`config.mk`:
```
export PLATFORM = sky130hd
export DESIGN_NAME = divu_seq_32bit
export DESIGN_NICKNAME = d
export VERILOG_FILES = /design/src/rtl/divu_pkg.sv /design/src/rtl/full_adder_32bit.sv /design/src/rtl/divu_seq_32bit.sv
export SDC_FILE = /design/constraint.sdc
export NUM_CORES = 1
export LEC_CHECK = 0
export BUFFER_PORTS_ARGS = -buffer_cell sky130_fd_sc_hd__buf_2
export CELL_PAD_IN_SITES_DETAIL_PLACEMENT = 0
export CELL_PAD_IN_SITES_GLOBAL_PLACEMENT = 1
export CORE_MARGIN = 5
export CORE_UTILIZATION = 40
export CTS_CLUSTER_SIZE = 30
export DETAILED_ROUTE_END_ITERATION = 12
export PLACE_DENSITY = 0.74
export SETUP_SLACK_MARGIN = 0.4
export SYNTH_ARGS = -nofsm -noshare
export SYNTH_HDL_FRONTEND = slang
export SYNTH_SLANG_ARGS = --single-unit
```
`constraint.sdc`:
```
create_clock -name i_clk -period 3.4 [get_ports i_clk]
set_input_delay 0.51 -clock i_clk [delete_from_list [all_inputs] [get_ports i_clk]]
set_output_delay 0.51 -clock i_clk [all_outputs]
set_load 0.03 [all_outputs]
```
`src/rtl/divu_pkg.sv`:
```
// Shared types and constants for the iterative unsigned divider.
package divu_pkg;

    typedef enum logic [1:0] {
        IDLE = 2'd0,
        CALC = 2'd1,
        DONE = 2'd2
    } divu_state_e;

    localparam int          DIVU_ITER     = 32;
    localparam int          DIVU_CNT_W    = 5;
    localparam logic [31:0] DIVU_ALL_ONES = 32'hFFFF_FFFF;

endpackage

```
`src/rtl/full_adder_32bit.sv`:
```
// 32-bit adder with carry in/out; used as a trial subtractor (a + ~b + 1).
module full_adder_32bit (
    input  logic [31:0] i_a,
    input  logic [31:0] i_b,
    input  logic        i_carry,
    output logic [31:0] o_sum,
    output logic        o_carry
);

    assign {o_carry, o_sum} = {1'b0, i_a} + {1'b0, i_b} + {32'd0, i_carry};

endmodule

```
`src/rtl/divu_seq_32bit.sv`:
```
// Restoring unsigned 32-bit divider, one quotient bit per cycle, valid/ready on both sides.
module divu_seq_32bit
    import divu_pkg::*;
#(
    parameter int DATA_W    = 32,
    parameter bit ZERO_FAST = 1'b1
) (
    input  logic              i_clk,
    input  logic              i_rst_n,
    input  logic              i_flush,
    input  logic              i_valid,
    output logic              o_ready,
    input  logic [DATA_W-1:0] i_dividend,
    input  logic [DATA_W-1:0] i_divisor,
    output logic              o_valid,
    input  logic              i_ready,
    output logic [DATA_W-1:0] o_quotient,
    output logic [DATA_W-1:0] o_remainder,
    output logic              o_div_by_zero,
    output logic              o_busy
);

    if (DATA_W != 32) begin : g_bad_width
        $error("divu_seq_32bit supports DATA_W=32 only");
    end

    divu_state_e             state_q;
    logic [DIVU_CNT_W-1:0]   cnt_q;
    logic [DATA_W-1:0]       quo_q;
    logic [DATA_W-1:0]       rem_q;
    logic [DATA_W-1:0]       div_q;
    logic                    dbz_q;
    logic                    ready_q;
    logic                    valid_q;
    logic                    busy_q;

    logic [DATA_W:0]         shifted;
    logic [DATA_W-1:0]       divisor_n;
    logic [DATA_W-1:0]       sub_sum;
    logic                    sub_carry;
    logic                    ge;

    // Bring the next dividend bit into the partial remainder; bit 32 set means it
    // already exceeds any 32-bit divisor.
    assign shifted   = {rem_q, quo_q[DATA_W-1]};
    assign divisor_n = ~div_q;

    full_adder_32bit u_trial_sub (
        .i_a     (shifted[DATA_W-1:0]),
        .i_b     (divisor_n),
        .i_carry (1'b1),
        .o_sum   (sub_sum),
        .o_carry (sub_carry)
    );

    assign ge = shifted[DATA_W] | sub_carry;

    always_ff @(posedge i_clk or negedge i_rst_n) begin
        if (!i_rst_n) begin
            state_q <= IDLE;
            cnt_q   <= '0;
            quo_q   <= '0;
            rem_q   <= '0;
            div_q   <= '0;
            dbz_q   <= 1'b0;
            ready_q <= 1'b1;
            valid_q <= 1'b0;
            busy_q  <= 1'b0;
        end else if (i_flush) begin
            state_q <= IDLE;
            cnt_q   <= '0;
            ready_q <= 1'b1;
            valid_q <= 1'b0;
            busy_q  <= 1'b0;
        end else begin
            case (state_q)
                IDLE: begin
                    if (i_valid && ready_q) begin
                        div_q   <= i_divisor;
                        cnt_q   <= '0;
                        dbz_q   <= (i_divisor == '0);
                        ready_q <= 1'b0;
                        busy_q  <= 1'b1;
                        if ((i_divisor == '0) && ZERO_FAST) begin
                            quo_q   <= DIVU_ALL_ONES;
                            rem_q   <= i_dividend;
                            valid_q <= 1'b1;
                            state_q <= DONE;
                        end else begin
                            quo_q   <= i_dividend;
                            rem_q   <= '0;
                            state_q <= CALC;
                        end
                    end
                end
                CALC: begin
                    rem_q <= ge ? sub_sum : shifted[DATA_W-1:0];
                    quo_q <= {quo_q[DATA_W-2:0], ge};
                    cnt_q <= cnt_q + 1'b1;
                    if (cnt_q == DIVU_CNT_W'(DIVU_ITER - 1)) begin
                        valid_q <= 1'b1;
                        state_q <= DONE;
                    end
                end
                DONE: begin
                    if (i_ready) begin
                        valid_q <= 1'b0;
                        ready_q <= 1'b1;
                        busy_q  <= 1'b0;
                        state_q <= IDLE;
                    end
                end
                default: begin
                    state_q <= IDLE;
                    cnt_q   <= '0;
                    ready_q <= 1'b1;
                    valid_q <= 1'b0;
                    busy_q  <= 1'b0;
                end
            endcase
        end
    end

    assign o_ready       = ready_q;
    assign o_valid       = valid_q;
    assign o_busy        = busy_q;
    assign o_quotient    = quo_q;
    assign o_remainder   = rem_q;
    assign o_div_by_zero = dbz_q;

endmodule

```
==> results.sh, run 1 <==
export IMPL_clock_latency_ps=360
export IMPL_yosys_warnings=0
export IMPL_yosysTopAreaCell="dfrtp_1"
export IMPL_worst_slew_pin_slew_ps=912.9
export IMPL_vias=6539
export IMPL_synth_most_common_cell="dfrtp_1"
export IMPL_syn_nets=905
export IMPL_required_ps=3650
export IMPL_rsz0062_at_grt="yes"
export IMPL_rr_worst_depth=10
export IMPL_critical_path_arrival_ps=3350
export IMPL_overflow=0
export IMPL_avgSynthCellArea_um2=8.668
export IMPL_layout_min_cycle_time_ps=3098
export IMPL_wl_met3_um=856
export IMPL_track_usage=0.2203
export IMPL_core_area_mm2=0.01718
export IMPL_io_buffers=136
export IMPL_first_pass_iters=5
export IMPL_cp_endpoint="o_remainder[30]$_DFFE_PN0P_"
export IMPL_detailed_place_hpwl_mm=16.44
export IMPL_r2r_start="o_remainder[10]$_DFFE_PN0P_"
export IMPL_netlist_area_mm2=0.006943
export IMPL_antenna_found_initial=0
export IMPL_n_antenna_cell=0
export IMPL_hp_class="in -> async"
export IMPL_routed_wl_mm=21.93
export IMPL_ys_top_cells_by_area="dfrtp_1, ha_1, mux2_2"
export IMPL_ys_ff_latch=107
export IMPL_worstSetupStartpointType="flip-flop"
export IMPL_synth_seq_area_share=0.3858
export IMPL_slew_headroom=0.3914
export IMPL_grt_pass1_wl_mm=35.02
export IMPL_final_hold_viol_count=0
export IMPL_endpoint_kind="flip-flop"
export IMPL_wl_per_cell_um=18.79
export IMPL_min_period_over_period=0.9111
export IMPL_ios=137
export IMPL_critPathKind="reg -> reg"
export IMPL_ir_drop_mv=0.4076
export IMPL_rows=48
export IMPL_setup_viol=0
export IMPL_synth_cells=801
export IMPL_drtAntennaViolNets=0
export IMPL_fmax_mhz=322.8
export IMPL_reg2reg_slack_ps=300
export IMPL_die_area_mm2=0.02009
export IMPL_synth_edf_count=0
export IMPL_clkSlewWorstSetupHoldPaths_ps=70
export IMPL_floorplan_initialDensity=0.4042
export IMPL_skew_ps=9.710
export IMPL_final_util=0.4951
export IMPL_drive_gt1_frac=0.2792
export IMPL_cts_htree_levels=3
export IMPL_die_h_um=141.7
export IMPL_status="finished clean"
export IMPL_cts_root_buffer="clkbuf_16"
export IMPL_r2r_end="o_remainder[30]$_DFFE_PN0P_"
export IMPL_power_density_mw_per_mm2=833.4
export IMPL_drt_iter0_drc=393
export IMPL_synth_top_area_share=0.3821
export IMPL_p_leak_nw=4.095
export IMPL_crit_fanout=26
export IMPL_holdWs_ps=273.4
export IMPL_setup_tns_ps=0
export IMPL_gp_congestion=0.8420
export IMPL_dieWidth_um=141.7
export IMPL_top_layer="met4"
export IMPL_met1Wirelength_mm=9.594
export IMPL_grt_pass1_vias=6484
export IMPL_synth_cell_type_count=54
export IMPL_drc=0
export IMPL_slew_viol_final=0
export IMPL_final_nets=1041
export IMPL_grt_max_degree=67
export IMPL_cts_path_max_buffers=2
export IMPL_startpoint="o_remainder[10]$_DFFE_PN0P_"
export IMPL_cap_violations=0
export IMPL_yosys_top_cells_count="dfrtp_1, nand2_1, nor2_1, a21oi_1, clkbuf_1"
export IMPL_clock_sinks=107
export IMPL_ys_flop_type="dfrtp_1"
export IMPL_area_growth_synth_to_final_pct=22.49
export IMPL_met2_length_mm=10.93
export IMPL_viasPerCell=5.603
export IMPL_cts_tree="done"
export IMPL_cts_made_buffers=9
export IMPL_async_flop_share=1.000
-- area by class of cell --
| class | instances | area (um2) |
|---|---|---|
| clock buffer | 11 | 242.7 |
| timing repair buffer | 174 | 1026 |
| tap | 225 | 281.5 |
| multi-input combinational | 606 | 4084 |
| clock inverter | 5 | 38.79 |
| fill | 1705 | 8672 |
| sequential | 107 | 2685 |
| inverter | 39 | 146.4 |
-- per-stage QoR --
stage,std cells,setup slack (ps),total power [mW],cell area (um2)
floorplan,801,404.6,4.678,6959
global placement,1145,137.9,5.823,8025
detailed placement,1145,44.15,5.824,8025
CTS,1164,350.3,7.049,8444
global route,1167,219.1,7.601,8504
finish,1167,302.2,7.088,8504
-- power breakdown --
| group | total (mW) | internal, mW | switching [mW] |
|---|---|---|---|
| logic | 4.16 | 1.73 | 2.43 |
| clock network | 1.03 | 0.520 | 0.511 |
| registers | 1.90 | 1.58 | 0.320 |
| total | 7.09 | 3.82 | 3.26 |
-- cells in the final DEF, fill, tap and decap left out, types with 9 or more instances in the layout --
cell type / count
xor2_1: 12
ha_1: 26
a21o_1: 12
and3_1: 15
mux2i_1: 17
nor2_1: 74
nand2_1: 84
o21a_1: 9
nor3_1: 37
o21ai_0: 41
o31ai_1: 31
clkbuf_16: 9
mux2_2: 36
buf_4: 34
inv_1: 38
dfrtp_1: 101
xnor2_1: 10
a21oi_1: 62
buf_2: 135
nand3_1: 10
-- worst max-delay path, stage by stage (launching register included) --
cell and delay (ps):
dfrtp_2 470, ha_4 290, and4_1 200, nor2b_1 150
a211o_1 280, a221oi_2 330, a21oi_1 120, a2111o_2 540
buf_12 200, mux2i_1 130, a221oi_1 290
-- layer usage --
layer	global-route usage	vias up
met4	0.06717	0
li1	-	3167
met2	0.3837	153
met5	0	-
met1	0.2818	3189
met3	0.03404	30
-- worst min-delay path by stage --
stage                                 to                  from  slack [ps]
2_1_floorplan       cnt_q[0]$_DFFE_PN0P_               i_rst_n         210
3_3_place_gp        div_q[2]$_DFFE_PN0P_  div_q[2]$_DFFE_PN0P_         490
3_5_place_dp        div_q[5]$_DFFE_PN0P_  div_q[5]$_DFFE_PN0P_         490
4_1_cts        o_quotient[8]$_DFFE_PN0P_               i_rst_n         300
5_1_grt        o_quotient[9]$_DFFE_PN0P_               i_rst_n         360
6_report       o_quotient[9]$_DFFE_PN0P_               i_rst_n         270
-- repair_timing --
item                                    CTS  global route
gates cloned                              0             0
pin swaps                                10             8
gates resized for setup                  23             9
endpoints found under the setup margin   33            33
setup buffers                             3             3
hold buffers                              0             0
-- sequential cells by signal (all words and copies together), names as in the netlist --
signal / count
o_valid: 1
cnt_q: 5
o_ready: 1
state_q: 2
o_remainder: 32
o_busy: 1
o_div_by_zero: 1
div_q: 32
o_quotient: 32
-- kinds of logic after synthesis --
logic type	after synthesis	synth area share
AOI/OAI and AO/OA	223	0.2069
buffers and inverters	88	0.05028
DFF	107	0.3858
and+or+nand+nor	272	0.1806
adders and majority gates	35	0.06416
muxes	54	0.08452
xor gates and xnor gates	22	0.02775
No activity file was read; power rests on OpenSTA's default activity.
==> run 2, diff against run 1 <==
- CTS_BUF_LIST: unset -> sky130_fd_sc_hd__clkbuf_2 sky130_fd_sc_hd__clkbuf_4 sky130_fd_sc_hd__clkbuf_8
- REMOVE_ABC_BUFFERS: unset -> 1
==> results.sh, run 2 (synthesized netlist as in run 1, its figures left out) <==
export IMPL_drc=0
export IMPL_place_area_mm2=0.007966
export IMPL_most_common_layout_cells="buf_2, dfrtp_1, nand2_1"
export IMPL_dieWidth_um=141.7
export IMPL_finalInstanceArea_mm2=0.008572
export IMPL_busiest_layer="met2"
export IMPL_setup_viol=0
export IMPL_cts_tree="done"
export IMPL_drtAntennaViolNets=0
export IMPL_grtUsageMet1=0.3207
export IMPL_required_ps=3690
export IMPL_power_density_mw_per_mm2=838.8
export IMPL_io_buffers=136
export IMPL_detailed_place_hpwl_mm=15.96
export IMPL_gp_congestion=0.8584
export IMPL_vias=6461
export IMPL_skew_ps=14.56
export IMPL_cts_htree_levels=3
export IMPL_endpoint_kind="flip-flop"
export IMPL_final_common_cell="buf_2"
export IMPL_antenna_found_initial=0
export IMPL_die_area_mm2=0.02009
export IMPL_crit_fanout=7
export IMPL_worst_slack_ps=350.5
export IMPL_viasPerCell=5.555
export IMPL_cap_violations=0
export IMPL_post_place_cells=1139
export IMPL_ir_drop_mv=0.4171
export IMPL_grt_max_degree=61
export IMPL_overflow=0
export IMPL_slowest_stage="a2111o_2"
export IMPL_die_h_um=141.7
export IMPL_crit_top_cell="a21oi_1"
export IMPL_ios=137
export IMPL_min_period_over_period=0.8969
export IMPL_routed_wl_mm=22.24
export IMPL_track_usage=0.2180
export IMPL_setup_tns_ps=0
export IMPL_grt_pass1_vias=6421
export IMPL_drive_gt1_frac=0.2932
export IMPL_p_leak_nw=4.091
export IMPL_use_met3=0.03236
export IMPL_layout_min_cycle_time_ps=3050
export IMPL_hold_path_depth=2
export IMPL_cpPeakStageDelay_ps=540
export IMPL_finalPower_mw=7.190
export IMPL_cts_path_max_buffers=2
export IMPL_cts_root_buffer="clkbuf_8"
export IMPL_drt_iter0_drc=383
export IMPL_worstSetupStartpointType="flip-flop"
export IMPL_crit_path_cell_trace="ha_1 -> a21oi_1 -> or3_1 -> o211ai_1 -> a41oi_2 -> a21oi_1 -> a2111o_2 -> buf_6 -> clkbuf_16 -> nor2_4 -> a211oi_2 -> o22a_1"
export IMPL_hp_class="in -> reg"
export IMPL_dpl_worst_slack_ps=205.7
export IMPL_slew_viol_final=0
export IMPL_nFillCells=1722
export IMPL_rr_worst_depth=12
export IMPL_fmax_mhz=327.9
export IMPL_slew_headroom=0.4990
export IMPL_area_growth_synth_to_final_pct=23.46
export IMPL_n_antenna_cell=0
export IMPL_worst_slew_pin_slew_ps=751.5
export IMPL_grt_pass1_wl_mm=35.15
export IMPL_critPathKind="reg -> reg"
export IMPL_rsz0062_at_grt="yes"
export IMPL_first_pass_iters=5
export IMPL_clock_latency_ps=400
export IMPL_final_hold_viol_count=0
export IMPL_floorplan_initialDensity=0.4042
export IMPL_clkSlewWorstSetupHoldPaths_ps=120
export IMPL_cts_made_buffers=9
export IMPL_rows=48
export IMPL_clock_sinks=107
export IMPL_wl_per_cell_um=19.12
export IMPL_multi_input_area_mm2=0.004200
export IMPL_fin_cells=1163
export IMPL_core_area_mm2=0.01718
export IMPL_met2_usage=0.3310
export IMPL_critical_path_arrival_ps=3340
export IMPL_final_nets=1037
export IMPL_regArea_mm2=0.002680
export IMPL_status="finished clean"
[run 2: changes by cell type in the layout (fill, tap and decap cells not counted), moves of 7 or more]
cell,previous run,this run
clkbuf_16,9,2
clkbuf_8,1,10
o21ai_1,2,10
buf_4,34,24
o21ai_0,41,31
[run 2: path summary, 6_finish.rpt]
kind                                                   from                           to  slack (ps)
worst min register to register    o_div_by_zero$_DFFE_PN0P_    o_div_by_zero$_DFFE_PN0P_         510
max in group asynchronous                           i_rst_n  o_remainder[25]$_DFFE_PN0P_        2160
worst max-delay path            o_remainder[12]$_DFFE_PN0P_  o_remainder[23]$_DFFE_PN0P_         350
min in group asynchronous                           i_rst_n    o_div_by_zero$_DFFE_PN0P_         550
worst max register to register  o_remainder[12]$_DFFE_PN0P_  o_remainder[23]$_DFFE_PN0P_         350
worst min-delay path                           i_divisor[4]         div_q[4]$_DFFE_PN0P_         350
[run 2: critical path, delay by kind of cell, from the launching register on]
kind	cells	cell delay [ps]
AND/OR/NAND/NOR	2	240
AO/OA/AOI/OAI	7	1610
flip-flops	1	410
buffers and inverters	2	330
adder cells (fa/ha/maj)	1	370
[run 2: per-layer routing]
metal	vias to the layer above	wire (um)
met5	-	0
met4	0	325
met3	22	1056
met2	164	10010
met1	3138	10840
li1	3137	-
[run 2: repair_timing]
action,4_1_cts,5_1_grt
hold buffers,1,0
gates cloned,0,3
setup buffers,1,3
endpoints found under the setup margin,33,33
hold endpoints to repair,20,0
pin swaps,2,8
gates resized for setup,18,53
[run 2: report_power, final]
group	switching [mW]	leakage (nW)	internal [mW]
Combinational	2.55	2.68	1.88
Clock	0.497	0.103	0.369
Sequential	0.323	1.31	1.57
[run 2: cell type report]
cell class                 instances  area share
clock inverter                     6    0.008466
clock buffer                      10     0.01606
timing repair buffer             170      0.1229
inverter                          39     0.01708
sequential                       107      0.3127
multi-input combinational        606      0.4900
tap                              225     0.03284
[run 2: stage by stage]
stage            util  hold slack [ps]
3_3_place_gp   0.4638            426.3
2_1_floorplan       -            214.4
4_1_cts        0.4836            333.9
5_1_grt        0.4991            348.8
6_report       0.4991            349.5
3_5_place_dp   0.4638            421.9
